<file path="config.mk">
export PLATFORM = sky130hd
export DESIGN_NAME = serial_subtract_ctrl_flat
export DESIGN_NICKNAME = d
export VERILOG_FILES = /design/src/rtl/serial_subtract_ctrl_pkg.sv /design/src/rtl/serial_subtract_ctrl_if.sv /design/src/rtl/full_subtract_cell.sv /design/src/rtl/halfsubtract.sv /design/src/rtl/serial_subtract_ctrl.sv /design/src/flat_wrapper.sv
export VERILOG_INCLUDE_DIRS = /design/src /design/src/rtl
export SDC_FILE = /design/constraint.sdc
export NUM_CORES = 1
export LEC_CHECK = 0
export ABC_AREA = 1
export CORE_ASPECT_RATIO = 1.2
export CORE_UTILIZATION = 56
export DETAILED_ROUTE_END_ITERATION = 8
export GPL_TIMING_DRIVEN = 0
export HOLD_SLACK_MARGIN = 0.12
export PLACE_DENSITY = 0.83
export SLEW_MARGIN = 20
export SYNTH_ARGS = -nofsm -noshare
export SYNTH_HDL_FRONTEND = slang
export SYNTH_SLANG_ARGS = --single-unit
</file>
<file path="constraint.sdc">
create_clock -name clk -period 3.8 [get_ports clk]
set_input_delay 0.57 -clock clk [delete_from_list [all_inputs] [get_ports clk]]
set_output_delay 0.57 -clock clk [all_outputs]
set_load 0.02 [all_outputs]
</file>
<file path="src/rtl/serial_subtract_defs.vh">
// Shared state encodings and default operand width for the serial subtractor.
`ifndef SERIAL_SUBTRACT_DEFS_VH
`define SERIAL_SUBTRACT_DEFS_VH

`define SERSUB_ST_IDLE 2'd0
`define SERSUB_ST_RUN  2'd1
`define SERSUB_ST_DONE 2'd2
`define SERSUB_DEFAULT_WIDTH 8

`endif

</file>
<file path="src/rtl/serial_subtract_ctrl_pkg.sv">
// Common types for the serial subtractor controller.
`include "serial_subtract_defs.vh"

package serial_subtract_ctrl_pkg;

   typedef enum logic [1:0] {
      IDLE = `SERSUB_ST_IDLE,
      RUN  = `SERSUB_ST_RUN,
      DONE = `SERSUB_ST_DONE
   } state_t;

   localparam int DEFAULT_WIDTH = `SERSUB_DEFAULT_WIDTH;

endpackage

</file>
<file path="src/rtl/serial_subtract_ctrl_if.sv">
// Requester-side bundle of the serial subtractor; ovf exists only with SERSUB_OVERFLOW_EN.
`include "serial_subtract_defs.vh"

interface serial_subtract_ctrl_if #(parameter int WIDTH = `SERSUB_DEFAULT_WIDTH);
   logic             start;
   logic [WIDTH-1:0] a;
   logic [WIDTH-1:0] b;
   logic             busy;
   logic             done;
   logic [WIDTH-1:0] diff;
   logic             borrow_out;
`ifdef SERSUB_OVERFLOW_EN
   logic             ovf;
`endif

   modport master (
      output start, a, b,
`ifdef SERSUB_OVERFLOW_EN
      input  ovf,
`endif
      input  busy, done, diff, borrow_out
   );

   modport slave (
      input  start, a, b,
`ifdef SERSUB_OVERFLOW_EN
      output ovf,
`endif
      output busy, done, diff, borrow_out
   );
endinterface

</file>
<file path="src/rtl/full_subtract_cell.sv">
// One-bit full subtractor from two cascaded half subtractors: d = x - y - bin.
module full_subtract_cell (
   output logic d,
   output logic bout,
   input  logic x,
   input  logic y,
   input  logic bin
);
   logic d1;
   logic borrow1;
   logic borrow2;

   halfsubtract u_hs0 (.x(x),  .y(y),   .d(d1), .borrow(borrow1));
   halfsubtract u_hs1 (.x(d1), .y(bin), .d(d),  .borrow(borrow2));

   assign bout = borrow1 | borrow2;
endmodule

</file>
<file path="src/rtl/halfsubtract.sv">
// One-bit half subtractor: d = x - y, borrow when x < y.
module halfsubtract (
   input  logic x,
   input  logic y,
   output logic d,
   output logic borrow
);
   assign d      = x ^ y;
   assign borrow = ~x & y;
endmodule

</file>
<file path="src/rtl/serial_subtract_ctrl.sv">
// Bit-serial a - b, LSB first, one bit per clock; result after WIDTH+1 cycles.
// Optional SERSUB_OVERFLOW_EN adds a signed-overflow flag alongside diff.
`include "serial_subtract_defs.vh"

module serial_subtract_ctrl
   import serial_subtract_ctrl_pkg::*;
#(
   parameter int WIDTH = `SERSUB_DEFAULT_WIDTH,
   parameter int CNT_W = 5
) (
   input logic                clk,
   input logic                rst,
   serial_subtract_ctrl_if.slave bus
);

   state_t             state;
   state_t             state_nxt;
   logic [WIDTH-1:0]   a_sr;
   logic [WIDTH-1:0]   b_sr;
   logic [WIDTH-2:0]   diff_sr;
   logic [WIDTH-1:0]   diff_nxt;
   logic [WIDTH-1:0]   diff_q;
   logic [CNT_W-1:0]   cnt;
   logic               borrow_reg;
   logic               borrow_q;
   logic               cell_d;
   logic               cell_bout;
   logic               last_bit;

   full_subtract_cell u_cell (
      .d    (cell_d),
      .bout (cell_bout),
      .x    (a_sr[0]),
      .y    (b_sr[0]),
      .bin  (borrow_reg)
   );

   assign last_bit = (cnt == CNT_W'(WIDTH - 1));
   // The newest bit enters at the MSB; after WIDTH shifts bit 0 holds the first result bit.
   assign diff_nxt = {cell_d, diff_sr};

   always_comb begin
      state_nxt = state;
      case (state)
         IDLE:    if (bus.start) state_nxt = RUN;
         RUN:     if (last_bit)  state_nxt = DONE;
         DONE:    state_nxt = IDLE;
         default: state_nxt = IDLE;
      endcase
   end

   always_ff @(posedge clk or posedge rst) begin
      if (rst) state <= IDLE;
      else     state <= state_nxt;
   end

   always_ff @(posedge clk or posedge rst) begin
      if (rst) begin
         a_sr       <= '0;
         b_sr       <= '0;
         diff_sr    <= '0;
         cnt        <= '0;
         borrow_reg <= 1'b0;
         diff_q     <= '0;
         borrow_q   <= 1'b0;
      end else if (state == IDLE && bus.start) begin
         a_sr       <= bus.a;
         b_sr       <= bus.b;
         borrow_reg <= 1'b0;
         cnt        <= '0;
      end else if (state == RUN) begin
         a_sr       <= {1'b0, a_sr[WIDTH-1:1]};
         b_sr       <= {1'b0, b_sr[WIDTH-1:1]};
         diff_sr    <= diff_nxt[WIDTH-1:1];
         borrow_reg <= cell_bout;
         cnt        <= cnt + CNT_W'(1);
         if (last_bit) begin
            diff_q   <= diff_nxt;
            borrow_q <= cell_bout;
         end
      end
   end

`ifdef SERSUB_OVERFLOW_EN
   logic ovf_q;

   // On the final bit the cell inputs are the operand MSBs and cell_d is the result MSB.
   always_ff @(posedge clk or posedge rst) begin
      if (rst)
         ovf_q <= 1'b0;
      else if (state == RUN && last_bit)
         ovf_q <= (a_sr[0] != b_sr[0]) && (cell_d != a_sr[0]);
   end

   assign bus.ovf = ovf_q;
`endif

   assign bus.busy       = (state == RUN) || (state == DONE);
   assign bus.done       = (state == DONE);
   assign bus.diff       = diff_q;
   assign bus.borrow_out = borrow_q;

endmodule

</file>
<file path="src/flat_wrapper.sv">
// flat-port wrapper written by rule: the top's interface ports become plain ports
module serial_subtract_ctrl_flat import serial_subtract_ctrl_pkg::*;
#(
   parameter int WIDTH = `SERSUB_DEFAULT_WIDTH,
   parameter int CNT_W = 5
)
  (clk, rst, bus_start, bus_a, bus_b, bus_busy, bus_done, bus_diff, bus_borrow_out);
  serial_subtract_ctrl_if #(.WIDTH(WIDTH)) bus_i ();
  input logic clk;
  input logic rst;
  input wire logic [$bits(bus_i.start)-1:0] bus_start;
  input wire logic [$bits(bus_i.a)-1:0] bus_a;
  input wire logic [$bits(bus_i.b)-1:0] bus_b;
  output wire logic [$bits(bus_i.busy)-1:0] bus_busy;
  output wire logic [$bits(bus_i.done)-1:0] bus_done;
  output wire logic [$bits(bus_i.diff)-1:0] bus_diff;
  output wire logic [$bits(bus_i.borrow_out)-1:0] bus_borrow_out;
  assign bus_i.start = bus_start;
  assign bus_i.a = bus_a;
  assign bus_i.b = bus_b;
  assign bus_busy = bus_i.busy;
  assign bus_done = bus_i.done;
  assign bus_diff = bus_i.diff;
  assign bus_borrow_out = bus_i.borrow_out;
  serial_subtract_ctrl #(.WIDTH(WIDTH), .CNT_W(CNT_W)) u_core (.clk(clk), .rst(rst), .bus(bus_i));
endmodule
</file>
==> flow_summary.ini <==
[outcome]
status = completed

[setup_path]
required_ps = 3230
reg2reg_depth = 6
crit_family = buffers and inverters
cpPeakStageDelay_ps = 590
rrSetupSlack_ps = 2350
r2r_start = u_core.state[1]
worstPathArrival_ps = 1730
end_kind = primary output
cp_num_buf_inv = 2
cp-start-kind = register
worst_r2r_endpoint = u_core.bus.diff[0]
worstPathCellList = inv_1, ha_1, clkdlybuf4s50_1
cp_slowest_cell = clkdlybuf4s50_1
crit_type = register to primary output
crit_fanout = 4

[synthesis]
async_flop_share_pct = 100
yosysWarnings = 0
synth_flop_cell = dfrtp_1
synth-seq-cells = 40
syn_area_per_cell_sq_um = 9.07
syn_area_sq_um = 1860
yosysMostFrequentCell = nand2_1
syn_inst = 205
synthTopCellsByCount = nand2_1 (48), nand3_1 (47), dfrtp_1 (40), inv_1 (15), nor2_1 (11)
synth_edf_count = 0
syn_nets = 231
ys_types = 20
ys_seq_area_share_pct = 53.8
yosys.area.top_type = dfrtp_1
synth.area.top_cells = dfrtp_1 (54%), nand3_1 (13%), nand2_1 (9.7%)
synth_top_area_share_pct = 53.8

[drt]
dr.pass1.iters = 4
drtIter0Drc = 33
wl_mm = 3.13
ant_nets = 0
viasPerCell = 5.15
vias = 1436
wl_per_cell_um = 11.2
drc = 0

[finish]
n_antenna_cell = 0
synthToLayoutAreaGrowth_pct = 23.2
utilization_pct = 73.7
layout.cells.non_filler = 279
drive_gt1_share_pct = 14.4
postLayoutCellArea_sq_um = 2290
nets = 268
fillCellCount = 241

[clock_network]
cts_buffer_depth = 2
cts.clk_slew.worst_paths_ps = 120
clock_latency_ps = 340
cts_tree = done
cts.hold.buffers_added = 0
cts_root_buffer = clkbuf_4
cts_setup_buffers = 0
cts_made_buffers = 5
numClockSinks = 40
cts_resized = 0
cts_max_level = 2

[grt]
grtUsageMet2_pct = 36.1
grt_pass1_vias = 1284
antenna_found_initial = 0
grt_start_max_net_pins = 30
grt.total_usage_pct = 21.2
use_met1_pct = 24.9
gr-total-overflow = 0
grt_pass1_wl_mm = 5.43
busiest_layer = met2
met3_usage_pct = 6.25

[sta]
fin_tns_setup_ps = 0
tightest_slew_ps = 266
fin_crit_ps = 2300
rsz0062_at_grt = no
fin_crit_sh_pct = 60.6
setup-violations-final = 0
slew_violations = 0
clock.fmax_mhz = 434
finalClockSkew_ps = 13.4
hold_viol = 0
relSlewSlack_pct = 82.2

[placed_design]
place_area_sq_um = 2210
placedCellCount = 271
gp_congestion = 0.724
port_buffers = 29
dp_hpwl_mm = 2.29

[power]
leakagePower_nw = 1.09
cellPowerDensity_nw_per_um2 = 729
worst_ir_drop_vdd_uv = 567

[die]
core_sq_um = 3110
initial_core_util_pct = 59.8
die_w_um = 54.6
dieHeight_um = 65.1
ios = 30
fp.dieArea_sq_um = 3560
row_count = 22

[worst_hold_path]
holdCritPathClass = primary input to async pin

[run]
timing.max_cap.violations = 0
[power by group]
part / total, mW / internal (mW) / switching (mW)
Sequential: 0.688 / 0.591 / 0.0967
Combinational: 0.712 / 0.293 / 0.420
Clock: 0.270 / 0.138 / 0.132
[worst max path at each step]
stage,startpoint,to,slack (ps),depth (start not counted)
global placement,rst,u_core.b_sr[4],1490,2
global route,u_core.state[1],bus_busy,1420,3
floorplan,rst,u_core.a_sr[0],2310,1
finish,u_core.state[0],bus_busy,1500,3
CTS,u_core.state[0],bus_busy,1470,3
detailed placement,u_core.state[0],bus_busy,1870,3
[layout make-up]
cell class	count	area, sq um	area share (%)
Buffer	9	56.3	2.46
Clock buffer	6	41.3	1.80
Clock inverter	2	35.0	1.53
Inverter	18	67.6	2.95
Multi-Input combinational cell	138	734	32.1
Sequential cell	40	1000	43.7
Tap cell	36	45.0	1.97
Timing Repair Buffer	30	310	13.5
[metrics by stage]
stage	hold WS [ps]	setup WS, ps	power [mW]
floorplan	453	2310	1.20
global placement	464	1490	1.39
CTS	449	1470	1.69
global route	460	1420	1.81
finish	456	1500	1.67
detailed placement	469	1870	1.41
[logic make-up after synthesis]
| family | Yosys count | share of synthesized area, % |
|---|---|---|
| and+or+nand+nor | 111 | 26.8 |
| DFF | 40 | 53.8 |
| buffers and inverters | 27 | 6.66 |
| AOI/OAI and AO/OA | 20 | 7.60 |
| adders and majority gates | 7 | 5.11 |
[routing by layer]
metal  vias to the layer above  share of wire (%)
met2                        39                 52
li1                        738                  -
met4                         0               0.80
met1                       655                 43
met3                         4                4.3
met5                         -                  0
[worst register-to-register path, stage by stage, from the launching register on]
cell and delay, ps:
dfrtp_1 430, inv_1 130, ha_1 320, nand3_4 170
buf_6 190, nand2_2 60, o21ai_2 40
[placed cells by master, fill, tap and decap left out, types with 4 or more instances in the layout]
cell type        instances
buf_2                    6
dfrtp_1                 40
nor2_1                  11
nand3_1                 47
inv_1                   14
ha_1                     6
o21ai_0                  7
inv_2                    4
clkdlybuf4s50_1         29
nand2_1                 48
clkbuf_4                 5
o21ai_2                  9
Power figures use the tool's default switching activity.
